## src/rtl/matrix_mult_pkg.sv

```systemverilog
// matrix_mult_pkg: shared constants, job descriptor and FSM types for the matmul sequencer
package matrix_mult_pkg;
  localparam int ROW = 4;
  localparam int COL = 4;
  localparam int PSUM_LEAD = 1;
  localparam int TIMEOUT = 1023;
  localparam int W_SIZE = 64;
  localparam int I_SIZE = 256;
  localparam int O_SIZE = 256;
  localparam int WAW = $clog2(W_SIZE);
  localparam int IAW = $clog2(I_SIZE);
  localparam int OAW = $clog2(O_SIZE);
  localparam int WDW = $clog2(TIMEOUT + 1);
  localparam int CTRL_PIPE_LAT = ROW + COL - 1;
  localparam int PSUM_DLY = CTRL_PIPE_LAT - PSUM_LEAD;
  typedef enum logic [2:0] {IDLE, LOAD_W, STREAM, DRAIN, DONE} ctrl_state_e;
  typedef struct packed {
    logic busy;
    logic done;
    logic err;
  } ctrl_status_struct;
  typedef struct packed {
    logic           accum_en;
    logic [OAW-1:0] o_offset_w;
    logic [OAW-1:0] psum_offset;
    logic [IAW-1:0] i_offset;
    logic [WAW-1:0] w_offset;
    logic [7:0]     i_rows;
    logic [1:0]     w_cols;
    logic [1:0]     w_rows;
  } data_config_struct;
endpackage

```

## src/rtl/matrix_mult_addr_gen.sv

```systemverilog
// matrix_mult_addr_gen: captured offset plus running count, wrapped to AW bits, with last/full flags
module matrix_mult_addr_gen #(
  parameter int AW = 8,
  parameter int LW = 8
) (
  input  logic          clk_i,
  input  logic          rst_i,
  input  logic          clr_i,
  input  logic          inc_i,
  input  logic [AW-1:0] offset_i,
  input  logic [LW-1:0] limit_i,
  output logic [AW-1:0] addr_o,
  output logic          last_o,
  output logic          full_o
);
  logic [AW-1:0] offset;
  logic [LW-1:0] limit;
  logic [LW:0]   cnt;
  always_ff @(posedge clk_i)
    if (rst_i) begin
      offset <= '0;
      limit  <= '0;
      cnt    <= '0;
    end else if (clr_i) begin
      offset <= offset_i;
      limit  <= limit_i;
      cnt    <= '0;
    end else if (inc_i)
      cnt <= cnt + (LW+1)'(1);
  assign addr_o = offset + AW'(cnt);
  assign last_o = cnt == {1'b0, limit};
  assign full_o = cnt > {1'b0, limit};
endmodule

```

## src/rtl/matrix_mult_ctrl.sv

```systemverilog
// matrix_mult_ctrl: weight-preload/stream/drain sequencer for the 4x4 systolic array; MATRIX_MULT_CTRL_PERF_EN adds cycle counters
module matrix_mult_ctrl
  import matrix_mult_pkg::*;
(
  input  logic              clk_i,
  input  logic              rst_i,
  input  logic              start_i,
  input  data_config_struct cfg_i,
  output logic              busy_o,
  output logic              done_o,
  output logic              err_o,
  output logic              w_rd_en_o,
  output logic [WAW-1:0]    w_addr_o,
  output logic              w_load_o,
  output logic              i_rd_en_o,
  output logic [IAW-1:0]    i_addr_o,
  input  logic              stall_i,
  output logic              psum_rd_en_o,
  output logic [OAW-1:0]    psum_addr_o,
  input  logic              out_valid_i,
  output logic              o_wr_en_o,
  output logic [OAW-1:0]    o_addr_o,
  output logic              accum_o
`ifdef MATRIX_MULT_CTRL_PERF_EN
  ,
  output logic [31:0]       cycles_o,
  output logic [31:0]       stall_cycles_o
`endif
);
  ctrl_state_e       state, state_n;
  ctrl_status_struct st;
  logic              start, err, timeout;
  logic              w_last, i_last, o_full;
  logic              w_full, i_full, p_last, p_full, o_last, unused_ok;
  logic [PSUM_DLY-1:0] psum_sr;
  logic [WDW-1:0]    wd;
  assign start = state == IDLE && start_i;
  assign timeout = wd == WDW'(TIMEOUT - 1);
  always_ff @(posedge clk_i)
    if (rst_i) state <= IDLE;
    else state <= state_n;
  always_comb begin
    state_n = state;
    case (state)
      IDLE:    state_n = start_i ? LOAD_W : IDLE;
      LOAD_W:  state_n = w_last ? STREAM : LOAD_W;
      STREAM:  state_n = (i_rd_en_o && i_last) ? DRAIN : STREAM;
      DRAIN:   state_n = (o_full || timeout) ? DONE : DRAIN;
      default: state_n = IDLE;
    endcase
  end
  always_comb begin
    w_rd_en_o = state == LOAD_W;
    i_rd_en_o = state == STREAM && !stall_i;
    o_wr_en_o = out_valid_i && (state == STREAM || state == DRAIN);
    st.busy   = state inside {LOAD_W, STREAM, DRAIN};
    st.done   = state == DONE;
    st.err    = err;
  end
  assign {busy_o, done_o, err_o} = st;
  assign psum_rd_en_o = accum_o && psum_sr[PSUM_DLY-1];
  always_ff @(posedge clk_i)
    if (rst_i) begin
      err      <= 1'b0;
      accum_o  <= 1'b0;
      w_load_o <= 1'b0;
      psum_sr  <= '0;
      wd       <= '0;
    end else begin
      w_load_o <= w_rd_en_o;
      psum_sr  <= {psum_sr[PSUM_DLY-2:0], i_rd_en_o};
      wd       <= (state == DRAIN) ? wd + WDW'(1) : '0;
      if (start) begin
        err     <= 1'b0;
        accum_o <= cfg_i.accum_en;
      end else if (state == DRAIN && !o_full && timeout)
        err <= 1'b1;
    end
  matrix_mult_addr_gen #(.AW(WAW), .LW(2)) u_w (
    .clk_i(clk_i), .rst_i(rst_i), .clr_i(start), .inc_i(w_rd_en_o),
    .offset_i(cfg_i.w_offset), .limit_i(cfg_i.w_rows),
    .addr_o(w_addr_o), .last_o(w_last), .full_o(w_full)
  );
  matrix_mult_addr_gen #(.AW(IAW), .LW(8)) u_i (
    .clk_i(clk_i), .rst_i(rst_i), .clr_i(start), .inc_i(i_rd_en_o),
    .offset_i(cfg_i.i_offset), .limit_i(cfg_i.i_rows),
    .addr_o(i_addr_o), .last_o(i_last), .full_o(i_full)
  );
  matrix_mult_addr_gen #(.AW(OAW), .LW(8)) u_p (
    .clk_i(clk_i), .rst_i(rst_i), .clr_i(start), .inc_i(psum_rd_en_o),
    .offset_i(cfg_i.psum_offset), .limit_i(cfg_i.i_rows),
    .addr_o(psum_addr_o), .last_o(p_last), .full_o(p_full)
  );
  matrix_mult_addr_gen #(.AW(OAW), .LW(8)) u_o (
    .clk_i(clk_i), .rst_i(rst_i), .clr_i(start), .inc_i(o_wr_en_o),
    .offset_i(cfg_i.o_offset_w), .limit_i(cfg_i.i_rows),
    .addr_o(o_addr_o), .last_o(o_last), .full_o(o_full)
  );
  assign unused_ok = &{1'b0, cfg_i.w_cols, w_full, i_full, p_last, p_full, o_last};
`ifdef MATRIX_MULT_CTRL_PERF_EN
  always_ff @(posedge clk_i)
    if (rst_i || start) begin
      cycles_o       <= '0;
      stall_cycles_o <= '0;
    end else begin
      cycles_o       <= cycles_o + 32'(st.busy);
      stall_cycles_o <= stall_cycles_o + 32'(state == STREAM && stall_i);
    end
`endif
endmodule

```

## config.mk

```make
export PLATFORM = sky130hd
export DESIGN_NAME = matrix_mult_ctrl
export DESIGN_NICKNAME = d
export VERILOG_FILES = /design/src/rtl/matrix_mult_pkg.sv /design/src/rtl/matrix_mult_addr_gen.sv /design/src/rtl/matrix_mult_ctrl.sv
export SDC_FILE = /design/constraint.sdc
export NUM_CORES = 1
export LEC_CHECK = 0
export CAP_MARGIN = 25
export CORE_ASPECT_RATIO = 1.4
export CORE_MARGIN = 2
export CORE_UTILIZATION = 65
export CTS_CLUSTER_SIZE = 30
export DETAILED_ROUTE_END_ITERATION = 10
export DONT_BUFFER_PORTS = 1
export PLACE_DENSITY = 0.81
export SLEW_MARGIN = 40
export SYNTH_ARGS = -nofsm -noshare
export SYNTH_HDL_FRONTEND = slang
export SYNTH_HIERARCHICAL = 1
export SYNTH_SLANG_ARGS = --single-unit
export TNS_END_PERCENT = 10
```

## constraint.sdc

```tcl
create_clock -name clk_i -period 4.1 [get_ports clk_i]
set_input_delay 0 -clock clk_i [delete_from_list [all_inputs] [get_ports clk_i]]
set_output_delay 0 -clock clk_i [all_outputs]
set_load 0.03 [all_outputs]
```

==> flow_summary.ini, run 1 <==
[placement]
gp_congestion = 0.745
place_ws_ns = 1.80
io_buffers = 0
place_hpwl_um = 7240
placed_cells = 639

[clock_network]
cts-resized-gates = 0
clkTransAtPathRegs_ns = 0.10
cts.sinks = 99
cts_inserted_buffers = 9
cts-root-buf = clkbuf_8
cts_tree = done
clk_latency_ns = 0.37
htreeDepth = 3
clock_path_buffers = 2

[detailed_routing]
drtAntennaViolNets = 0
wl_per_cell_um = 16.1
first_pass_iters = 4
vias = 4059
vias_per_cell = 5.77
drt-initial-drc-count = 135
wl_um = 11300
drc_errors = 0

[finish]
final_cell_mix = 99 x dfxtp_1, 88 x nor2_1, 53 x mux2i_1, 48 x ha_1, 47 x dlygate4sd3_1
final_layout_size_suffix_gt1_share_pct = 6.30
final_nets = 698
diodes = 0
syn_to_final_growth_pct = 14.6
final_common_cell = dfxtp_1
fin_cells = 703

[global_route]
grt_overflow = 0
track_usage_pct = 26.4
use_met2_pct = 49.9
grt_use_met3_pct = 6.43
globalRouteMet1Util_pct = 27.8
grt_pass1_vias = 4040
busiest_layer = met2
grt_pass1_wl_um = 18300
antenna_found_initial = 0
grt_max_degree = 66

[timing]
setup_tns_ns = 0
holdWs_ns = 0.0227
clock.fmax_mhz = 427
finalSetupViolations = 0
report.final.slew_viol_count = 0
finClkSkew_ns = 0.0102
finalHoldViolCount = 0
relSlewSlack_pct = 47.5
rsz0062_at_grt = no
period_needed_ns = 2.34
tightest_slew_ns = 0.781
post-route-period-util_pct = 57.2
final.setup.worst_slack_ns = 1.76

[critical_path]
cp-end-kind = output port
path_common_cell = a21oi_1
path_cells = ha_1 -> fa_1 -> a21oi_1 -> o211ai_1 -> a21oi_1 -> xnor2_1
critPathMaxStageDelay_ns = 0.59
critPathTopFamily = XOR/XNOR gates
reg2reg_from = state[2]
crit_buf_inv = 0
cp.arrival_ns = 2.34
critPathLaunch = u_p/cnt[0]
worstPathMaxFanout = 5
critPathSlowestCell = xnor2_1
crit_type = flip-flop to output port
startpoint_type = flip-flop
cp.required_ns = 4.10

[die]
core_area_sq_mm = 0.00780
die_w_um = 80.0
die_area_sq_mm = 0.00882
io_pins = 87
initial_core_util_pct = 67.3
rows = 38
die-height_um = 110

[logic_synthesis]
syn_area_sq_mm = 0.00525
syn_nets = 661
syn-instance-count = 561
syn_avg_cell_area_sq_um = 9.36
yosysWarnings = 6

[power_and_ir_drop]
peakVddDrop_mv = 0.446
p_leak_nw = 2.48
power.density_mw_per_mm2 = 441

[run_status]
status = finished clean

[min_path]
min_from = start_i
holdCritPathClass = primary input to flip-flop

[run]
drv_cap = 0
-- worst reg2reg max path, cell delays in order (launching register included) --
cell           delay [ns]
dfxtp_1              0.47
nor4b_4              0.78
mux2i_1              0.28
nor2_1               0.08
dlygate4sd3_1        0.59
-- metrics by stage --
stage / util, % / power [mW] / instance area (sq um)
2_1_floorplan: - / 1.77 / 5250
5_1_grt: 77.2 / 2.77 / 6020
3_5_place_dp: 67.7 / 1.86 / 5280
4_1_cts: 77.2 / 2.65 / 6020
3_3_place_gp: 67.7 / 1.84 / 5280
6_report: 77.2 / 2.65 / 6020
-- registers in the layout, summed over array words and instances, names as in the netlist, 2 cells and up --
| name | flops |
|---|---|
| wd | 10 |
| u_i/cnt | 9 |
| u_o/cnt | 9 |
| u_i/limit | 8 |
| u_i/offset | 8 |
| u_o/limit | 8 |
| u_o/offset | 8 |
| u_p/cnt | 8 |
| u_p/offset | 8 |
| psum_sr | 6 |
| u_w/offset | 6 |
| state | 3 |
| u_w/cnt | 3 |
| u_w/limit | 2 |
-- where the power goes --
| group | total (mW) | leakage, nW | switching [mW] | internal, mW |
|---|---|---|---|---|
| clock network | 0.738 | 0.119 | 0.335 | 0.404 |
| logic | 0.765 | 1.56 | 0.452 | 0.314 |
| registers | 1.15 | 0.806 | 0.0938 | 1.05 |
-- per-layer routing --
layer / vias up / routed length [um]
met5: - / 0
met4: 0 / 261
met3: 24 / 578
met2: 100 / 5920
met1: 1927 / 4540
li1: 2008 / -
-- area by class of cell --
class	count	area (sq um)
repair buffers	51	533
clock inverters	7	116
fillers	542	1780
clock buffers	9	124
well taps	100	125
multi-input cells	413	3050
flip-flops and latches	99	1980
inverters	24	90.1
-- what timing repair did --
item                      CTS  global route
hold buffers               48             0
hold endpoints to repair   88             0
setup buffers               0             0
-- worst paths after layout --
path | cells after the start | slack [ns] | to
worst max-delay path | 6 | 1.76 | psum_addr_o[6]
worst min register to register | 1 | 0.44 | psum_sr[3]
worst max register to register | 4 | 1.80 | u_w/offset[1]
worst min-delay path | 2 | 0.02 | u_w/cnt[1]
Power figures use the tool's default switching activity.
==> run 2: changes to the inputs <==
--- a/config.mk
+++ b/config.mk
@@ -8,11 +8,11 @@
 export CAP_MARGIN = 25
 export CORE_ASPECT_RATIO = 1.4
 export CORE_MARGIN = 2
-export CORE_UTILIZATION = 65
+export CORE_UTILIZATION = 64
 export CTS_CLUSTER_SIZE = 30
 export DETAILED_ROUTE_END_ITERATION = 10
 export DONT_BUFFER_PORTS = 1
-export PLACE_DENSITY = 0.81
+export PLACE_DENSITY = 0.8
 export SLEW_MARGIN = 40
 export SYNTH_ARGS = -nofsm -noshare
 export SYNTH_HDL_FRONTEND = slang
==> constraint.sdc (replaced) <==
create_clock -name clk_i -period 2.2 [get_ports clk_i]
set_input_delay 0 -clock clk_i [delete_from_list [all_inputs] [get_ports clk_i]]
set_output_delay 0 -clock clk_i [all_outputs]
set_load 0.03 [all_outputs]
==> flow_summary.ini, run 2 (same netlist as run 1, synthesis figures left out) <==
[run_status]
status = finished clean

[critical_path]
r2r_setup_slack_ns = 0.06
worstPathMaxFanout = 5
critPathLaunch = u_p/cnt[0]
cp.arrival_ns = 2.15
startpoint_type = flip-flop
path_cells = ha_1 -> fa_1 -> a21oi_1 -> o211ai_1 -> a21oi_2 -> xnor2_2
critical_path_depth = 6
crit_type = flip-flop to output port
regToRegEndpoint = state[1]
cp.required_ns = 2.20
critPathTopFamily = adder cells
crit_buf_inv = 0
ff2ff_path_depth = 9
endpoint = psum_addr_o[6]
cp-end-kind = output port
reg2reg_from = u_o/limit[6]
critPathMaxStageDelay_ns = 0.41
critPathSlowestCell = fa_1

[die]
rows = 39
core_area_sq_mm = 0.00805
die_area_sq_mm = 0.00896
die_w_um = 80.6
die-height_um = 111
initial_core_util_pct = 65.2
io_pins = 87

[timing]
period_needed_ns = 2.15
holdWs_ns = 0.0178
rsz0062_at_grt = yes
post-route-period-util_pct = 97.7
tightest_slew_ns = 0.718
relSlewSlack_pct = 52.0
report.final.slew_viol_count = 0
finalSetupViolations = 0
finClkSkew_ns = 0.00637
finalHoldViolCount = 0
clock.fmax_mhz = 465

[finish]
final_util_pct = 77.8
final_common_cell = dfxtp_1
syn_to_final_growth_pct = 19.3
largest_reg_flops = 10
final_nets = 718
reg.largest.list = wd x10, u_i/cnt x9, u_o/cnt x9
regMostFlops = wd
diodes = 0
final_layout_size_suffix_gt1_share_pct = 12.7
design_area_sq_mm = 0.00627
final_cell_mix = 96 x dfxtp_1, 88 x nor2_1, 53 x mux2i_1, 46 x ha_1, 42 x dlygate4sd3_1

[global_route]
grt_pass1_vias = 4277
grt_overflow = 0
grt_pass1_wl_um = 19800
track_usage_pct = 28.3
grt_max_degree = 66
antenna_found_initial = 0

[detailed_routing]
wl_um = 12300
drc_errors = 0
vias = 4240
drt-initial-drc-count = 194
first_pass_iters = 4
wl_per_cell_um = 17.0
vias_per_cell = 5.85
drtAntennaViolNets = 0

[placement]
place_hpwl_um = 8070
place_area_sq_mm = 0.00545
io_buffers = 0
gp_congestion = 0.869

[clock_network]
cts.sinks = 99
cts-root-buf = clkbuf_16
clock_path_buffers = 2
clk_latency_ns = 0.34
htreeDepth = 3
cts_tree = done
cts_inserted_buffers = 9
clkTransAtPathRegs_ns = 0.07

[power_and_ir_drop]
peakVddDrop_mv = 0.594
p_leak_nw = 2.60
power.density_mw_per_mm2 = 820

[run]
drv_cap = 0

[min_path]
holdCritPathClass = primary input to flip-flop
run 2: cell types whose count changed in the layout (fill, tap and decap cells not counted), sizes merged:
cell | before | now
buf | 4 | 29
bufinv | 3 | 0
clkbuf | 9 | 12
clkinv | 3 | 0
clkinvlp | 1 | 2
dlygate4sd3 | 47 | 42
inv | 24 | 26
run 2: how the worst min path moves through the flow:
stage	depth (start not counted)	end	startpoint
after detailed placement	1	u_w/limit[1]	rst_i
after floorplan	1	i_rd_en_o	stall_i
final	2	u_w/offset[3]	rst_i
after global placement	1	u_w/limit[1]	rst_i
after global routing	2	u_w/offset[3]	rst_i
after CTS	2	u_w/offset[3]	rst_i
run 2: layout make-up:
cell class	instances	area, sq um
sequential	99	1990
clock buffer	12	246
multi-input combinational	413	3110
clock inverter	4	32.5
fill	517	1790
timing repair buffer	71	671
inverter	24	90.1
tap	102	128
run 2: report_power, final:
| part | switching [mW] | internal, mW |
|---|---|---|
| registers | 0.188 | 1.97 |
| logic | 0.881 | 0.638 |
| clock network | 0.660 | 0.806 |
| total | 1.73 | 3.41 |
run 2: through the flow:
stage	instances	setup WS [ns]	power, mW	TNS (ns)
after CTS	723	0.00181	5.11	0
after floorplan	561	0.174	3.31	0
after detailed placement	664	0.0390	3.54	0
final	725	0.0508	5.14	0
after global routing	725	-0.0318	5.38	-0.0749
after global placement	664	0.106	3.49	0
run 2: repair_timing:
action / CTS / global route
endpoints found under the setup margin: 5 / 7
hold buffers: 43 / 0
buffers inserted: 0 / 2
gates resized for setup: 5 / 14
pin swaps: 1 / 9
endpoints found under the hold margin: 88 / 0
run 2: per-layer routing:
| layer | wire, um | GRT usage (%) |
|---|---|---|
| met1 | 4710 | 30.0 |
| met2 | 6690 | 51.9 |
| met3 | 434 | 4.40 |
| met4 | 450 | 14.9 |
| met5 | 0 | 0 |
